===== config.mk =====
export PLATFORM = sky130hd
export DESIGN_NAME = writeback_unit
export DESIGN_NICKNAME = d
export VERILOG_FILES = /design/src/rtl/writeback_unit_pkg.sv /design/src/rtl/wb_result_mux.sv /design/src/rtl/writeback_unit.sv
export SDC_FILE = /design/constraint.sdc
export NUM_CORES = 1
export LEC_CHECK = 0
export ABC_CLOCK_PERIOD_IN_PS = 1750
export BUFFER_PORTS_ARGS = -buffer_cell sky130_fd_sc_hd__buf_2
export CORE_MARGIN = 10
export CORE_UTILIZATION = 45
export CTS_CLUSTER_DIAMETER = 120
export DETAILED_ROUTE_END_ITERATION = 10
export GPL_TIMING_DRIVEN = 0
export PLACE_DENSITY = 0.73
export SLEW_MARGIN = 20
export SYNTH_ARGS = -nofsm -noshare
export SYNTH_HDL_FRONTEND = slang
export SYNTH_SLANG_ARGS = --single-unit
export TNS_END_PERCENT = 1

===== constraint.sdc =====
create_clock -name clk -period 1.75 [get_ports clk]
set_clock_uncertainty 0.15 [all_clocks]
set_input_delay 0.175 -clock clk [delete_from_list [all_inputs] [get_ports clk]]
set_output_delay 0.175 -clock clk [all_outputs]
set_load 0.05 [all_outputs]

===== src/rtl/writeback_unit_pkg.sv =====
// Shared definitions for the MEM/WB writeback stage: datapath widths,
// the PC register index, the sequencer state encoding and the slot layout.
package writeback_unit_pkg;

  localparam int DATA_WIDTH = 32;
  localparam int ADDR_WIDTH = 4;
  localparam logic [ADDR_WIDTH-1:0] PC_REG = ADDR_WIDTH'(15);

  typedef enum logic [0:0] {
    PRIM = 1'b0,
    BASE = 1'b1
  } wb_state_t;

  typedef struct packed {
    logic                  valid;
    logic                  p_en;
    logic [ADDR_WIDTH-1:0] p_dest;
    logic [DATA_WIDTH-1:0] p_data;
    logic                  b_en;
    logic [ADDR_WIDTH-1:0] b_dest;
    logic [DATA_WIDTH-1:0] b_data;
  } wb_slot_t;

endpackage


===== src/rtl/wb_result_mux.sv =====
// Combinational result selection: picks the load or ALU value for the slot,
// and picks the primary or base write for the register file port by phase.
module wb_result_mux
  import writeback_unit_pkg::*;
(
  input  logic                  mem_read,
  input  logic [DATA_WIDTH-1:0] mem_data,
  input  logic [DATA_WIDTH-1:0] alu_result,
  output logic [DATA_WIDTH-1:0] sel_data,
  input  logic                  base_phase,
  input  logic                  valid,
  input  logic                  p_en,
  input  logic [ADDR_WIDTH-1:0] p_dest,
  input  logic [DATA_WIDTH-1:0] p_data,
  input  logic [ADDR_WIDTH-1:0] b_dest,
  input  logic [DATA_WIDTH-1:0] b_data,
  output logic                  cur_en,
  output logic [ADDR_WIDTH-1:0] cur_dest,
  output logic [DATA_WIDTH-1:0] cur_data
);

  assign sel_data = mem_read ? mem_data : alu_result;

  // NOTE: every always_comb output gets a default first so no path can infer a latch.
  always_comb begin
    cur_en   = valid & p_en;
    cur_dest = p_dest;
    cur_data = p_data;
    if (base_phase) begin
      cur_en   = 1'b1;
      cur_dest = b_dest;
      cur_data = b_data;
    end
  end

endmodule


===== src/rtl/writeback_unit.sv =====
// MEM/WB pipeline register and writeback sequencer. Splits base-writeback
// instructions into two write-port cycles and diverts R15 writes to fetch.
module writeback_unit
  import writeback_unit_pkg::*;
(
  input  logic                  clk,
  input  logic                  rst,
  input  logic                  memValid,
  input  logic                  memWbEn,
  input  logic                  memMemRead,
  input  logic [ADDR_WIDTH-1:0] memDest,
  input  logic [DATA_WIDTH-1:0] memAluResult,
  input  logic [DATA_WIDTH-1:0] memData,
  input  logic                  memBaseWbEn,
  input  logic [ADDR_WIDTH-1:0] memBaseDest,
  input  logic [DATA_WIDTH-1:0] memBaseValue,
  output logic [ADDR_WIDTH-1:0] destWB,
  output logic [DATA_WIDTH-1:0] resultWB,
  output logic                  writeBackEn,
  output logic                  pcLoad,
  output logic [DATA_WIDTH-1:0] pcValue,
  output logic                  stall
);

  wb_state_t             state;
  wb_slot_t              slot;
  wb_slot_t              next_slot;
  logic [DATA_WIDTH-1:0] sel_data;
  logic                  cur_en;
  logic [ADDR_WIDTH-1:0] cur_dest;
  logic [DATA_WIDTH-1:0] cur_data;
  logic [ADDR_WIDTH-1:0] last_dest;
  logic [DATA_WIDTH-1:0] last_data;

  wb_result_mux u_mux (
    .mem_read   (memMemRead),
    .mem_data   (memData),
    .alu_result (memAluResult),
    .sel_data   (sel_data),
    .base_phase (state == BASE),
    .valid      (slot.valid),
    .p_en       (slot.p_en),
    .p_dest     (slot.p_dest),
    .p_data     (slot.p_data),
    .b_dest     (slot.b_dest),
    .b_data     (slot.b_data),
    .cur_en     (cur_en),
    .cur_dest   (cur_dest),
    .cur_data   (cur_data)
  );

  // Same-register collision: the loaded value wins, the base write is dropped.
  always_comb begin
    next_slot.valid  = memValid;
    next_slot.p_en   = memWbEn;
    next_slot.p_dest = memDest;
    next_slot.p_data = sel_data;
    next_slot.b_en   = memBaseWbEn & ~(memWbEn & (memBaseDest == memDest));
    next_slot.b_dest = memBaseDest;
    next_slot.b_data = memBaseValue;
  end

  assign stall = (state == PRIM) & slot.valid & slot.b_en;

  // NOTE: sequential state uses non-blocking assignments so every register samples pre-edge values.
  always_ff @(posedge clk) begin
    if (rst) begin
      state     <= PRIM;
      slot      <= '0;
      last_dest <= '0;
      last_data <= '0;
    end else begin
      state <= stall ? BASE : PRIM;
      if (!stall) slot <= next_slot;
      if (cur_en) begin
        last_dest <= cur_dest;
        last_data <= cur_data;
      end
    end
  end

  // Address and data hold their last written values while no write is enabled.
  assign destWB      = cur_en ? cur_dest : last_dest;
  assign resultWB    = cur_en ? cur_data : last_data;
  assign pcValue     = resultWB;
  assign writeBackEn = cur_en & (cur_dest != PC_REG);
  assign pcLoad      = cur_en & (cur_dest == PC_REG);

endmodule


==> run_results.csv <==
group,metric,value,unit
placement,dp_hpwl,12.2,mm
run_status,violations,"negative setup slack",
power_and_ir_drop,vdd_drop_max,532,uV
synth,synth_top_family_by_area,"compound AO/OA/AOI/OAI gates",
critical_path,crit_arrival,1.73,ns
drt,wirelength,17.7,mm
sta,max_freq,486,MHz
job,cap_viol_max_count,0,
cts,clock_path_buffers,2,
critical_path,critPathLaunchType,"register",
placement,placed_area,6570,um2
worst_hold_path,hold_end,"slot[45]",
run_status,status,"complete, but fails checks",
cts,cts_buffers,9,
power_and_ir_drop,p_clk_frac,0.312,
critical_path,path_buf_inv,4,
placement,port_buffers,178,
synth,post_synth.cell_area_avg,8.98,um2
layout,diodes,0,
synth,synthSimpleGateAreaFrac,0.120,
cts,insertion_delay,0.36,ns
layout,drive_gt1_frac,0.461,
critical_path,crit_chain,"nand2_4 -> buf_12 -> buf_12 -> mux2i_4 -> a21oi_2 -> buf_4 -> buf_6",
cts,htreeDepth,3,
sta,hold_slack,0.0476,ns
critical_path,crit_path_top_delay_cell,"dfxtp_2",
worst_hold_path,hp-class,"in2reg",
sta,min_period,2.06,ns
grt,grt_pass1_wl,27.6,mm
layout,final_common_cell,"buf_2",
sta,grt_setup_unrepaired,"true",
critical_path,reg2reg_from,"slot[73]",
worst_hold_path,hold_path_depth,3,
critical_path,worstPathMaxFanout,7,
power_and_ir_drop,netSwitchingFraction,0.315,
drt,viasPerCell,5.24,
power_and_ir_drop,p_comb_frac,0.254,
synth,synthAdderAreaFrac,0,
critical_path,crit_path_end_kind,"output pin",
power_and_ir_drop,leakage,3.68,nW
floorplanning,die_area,16200,um2
floorplanning,fp.dieW,127,um
sta,setup_ws,-0.307,ns
worst_hold_path,worstHoldStart,"memAluResult[8]",
sta,worstMarginPinSlew,0.774,ns
grt,grt_pass1_vias,5460,
layout,final_cell_mix,"buf_2 (120), dfxtp_1 (109), nand2_1 (82), nor2_1 (69), buf_6 (62)",
layout,finalInstanceArea,8470,um2
synth,syn_nets,685,
cts,clkTransAtPathRegs,0.08,ns
drt,wl_per_cell,18.3,um
synth,synth_xor_xnor_area_share,0.00678,
power_and_ir_drop,p_seq_frac,0.434,
drt,drc_errors,0,
critical_path,cpMostUsedCell,"buf_12",
grt,grt_max_degree,21,
layout,final_nets,931,
synth,seq_area_frac_synth,0.434,
power_and_ir_drop,switchingPower,0.00205,W
power_and_ir_drop,p_int,0.00445,W
grt,grt_use_total,0.207,
floorplanning,io_pins,181,
power_and_ir_drop,power_density,767,nW/um2
critical_path,rr_endpoint,"last_data[22]",
critical_path,critPathKind,"reg2out",
critical_path,path_delay_family,"buffers and inverters",
sta,slew_headroom,0.484,
cts,clockRootBuffer,"clkbuf_16",
synth,synthMuxAreaShare,0.132,
layout,synthToLayoutAreaGrowth,64.1,%
placement,routabilityCongestion,0.804,
synth,yosysUniqueCellTypes,23,
cts,cts_tree,"built",
synth,netlist_instances,575,
sta,post-route-period-util,1.18,
critical_path,ff2ff_setup_slack,0.19,ns
placement,placed_cells,896,
grt,overflow,0,
cts,cts.sinks,112,
floorplanning,fp.coreArea,11300,um2
critical_path,max_stage_delay,0.36,ns
sta,hold_viol,0,
synth,syn_area,5160,um2
floorplanning,initial_core_util,0.456,
critical_path,r2r_cells,6,
layout,finalNonFillerCells,969,
grt,grt_antenna_before_repair,0,
sta,slew_viol_final,0,
drt,first_iter_violations,282,
drt,dr.pass1.iters,5,
synth,ys_seq_elements,112,
drt,drt.antenna.violating_nets,0,
floorplanning,core.rowCount,39,
synth,synth_compound_area_frac,0.206,
synth,yosysWarnings,0,
drt,via_count,5074,
sta,setup_viol,71,
floorplanning,die_h,127,um
critical_path,worstPathRequired,1.42,ns
-- flip-flops by register name, summed over array words and instances (netlist names) --
register,count
last_dest,4
slot,75
state,1
last_data,32
-- worst min-delay path, stage by stage --
cell and delay, ns:
buf_2 0.10, mux2i_1 0.15, a211oi_2 0.09
-- how the worst max path moves through the flow --
stage                     slack, ns           end     start  cells past startpoint
after floorplan               -0.12   resultWB[0]     state                      4
after global placement        -0.29  resultWB[27]     state                      6
after detailed placement      -0.32  resultWB[27]     state                      6
after CTS                     -0.30   resultWB[3]  slot[73]                      7
after global routing          -0.36   resultWB[3]  slot[73]                      7
final                         -0.31   resultWB[2]  slot[73]                      7
-- per-stage QoR --
step	setup WS [ns]	util	power, W	setup TNS, ns
4_1_cts	-0.295	0.726	0.00641	-17.42
5_1_grt	-0.363	0.748	0.00672	-18.67
2_1_floorplan	-0.121	-	0.00375	-2.34
3_3_place_gp	-0.288	0.581	0.00409	-8.30
3_5_place_dp	-0.318	0.581	0.00412	-10.69
6_report	-0.307	0.748	0.00650	-14.94
-- logic make-up after synthesis --
family / after synthesis
AO/OA/AOI/OAI: 148
XOR/XNOR: 4
buffers and inverters: 81
flip-flops: 112
multiplexers: 68
AND/OR/NAND/NOR: 162
-- power by group through the flow --
stage	Clock (W)	Combinational [W]	Sequential, W
2_1_floorplan	0	0.000942	0.00281
3_3_place_gp	0	0.00126	0.00283
3_5_place_dp	0	0.00128	0.00283
4_1_cts	0.00202	0.00156	0.00282
5_1_grt	0.00214	0.00174	0.00284
6_report	0.00202	0.00165	0.00282
-- routing by layer --
metal	up-vias	track usage	wire (um)
met4	0	0.0482	239
met5	-	0	0
met1	2409	0.235	7050
met2	185	0.375	9090
met3	15	0.0600	1360
li1	2465	-	-
-- Yosys cell counts --
cell	number	area share
a211oi_1	39	0.057
a211oi_2	29	0.070
a21oi_1	77	0.075
a22o_1	1	0.0017
a311oi_1	1	0.0017
buf_1	2	0.0015
buf_2	15	0.015
buf_4	35	0.051
buf_6	6	0.013
buf_8	2	0.0058
clkbuf_1	19	0.014
clkinv_2	1	0.00097
dfxtp_1	112	0.43
inv_2	1	0.00073
mux2i_1	68	0.13
nand2_1	83	0.060
nand3b_1	1	0.0015
nand4_1	2	0.0024
nor2_1	74	0.054
nor3_1	1	0.00097
o21ai_0	1	0.00097
or3_1	1	0.0012
xor2_1	4	0.0068
-- timing repair --
item / CTS / global route
setup endpoints to repair: 71 / 71
resized for setup: 186 / 97
hold endpoints to repair: 44 / 0
cloned: 2 / 0
hold buffers: 44 / 0
pin swaps: 16 / 12
setup buffers: 11 / 0
-- layout make-up --
class	count	area [um2]
Inverter	2	12.5
Clock inverter	7	63.8
Clock buffer	9	225
Sequential cell	112	2250
Timing Repair Buffer	235	1960
Buffer	79	636
Fill cell	770	2850
Multi-Input combinational cell	382	3150
Tap cell	143	179
No activity file was read; power rests on OpenSTA's default activity.
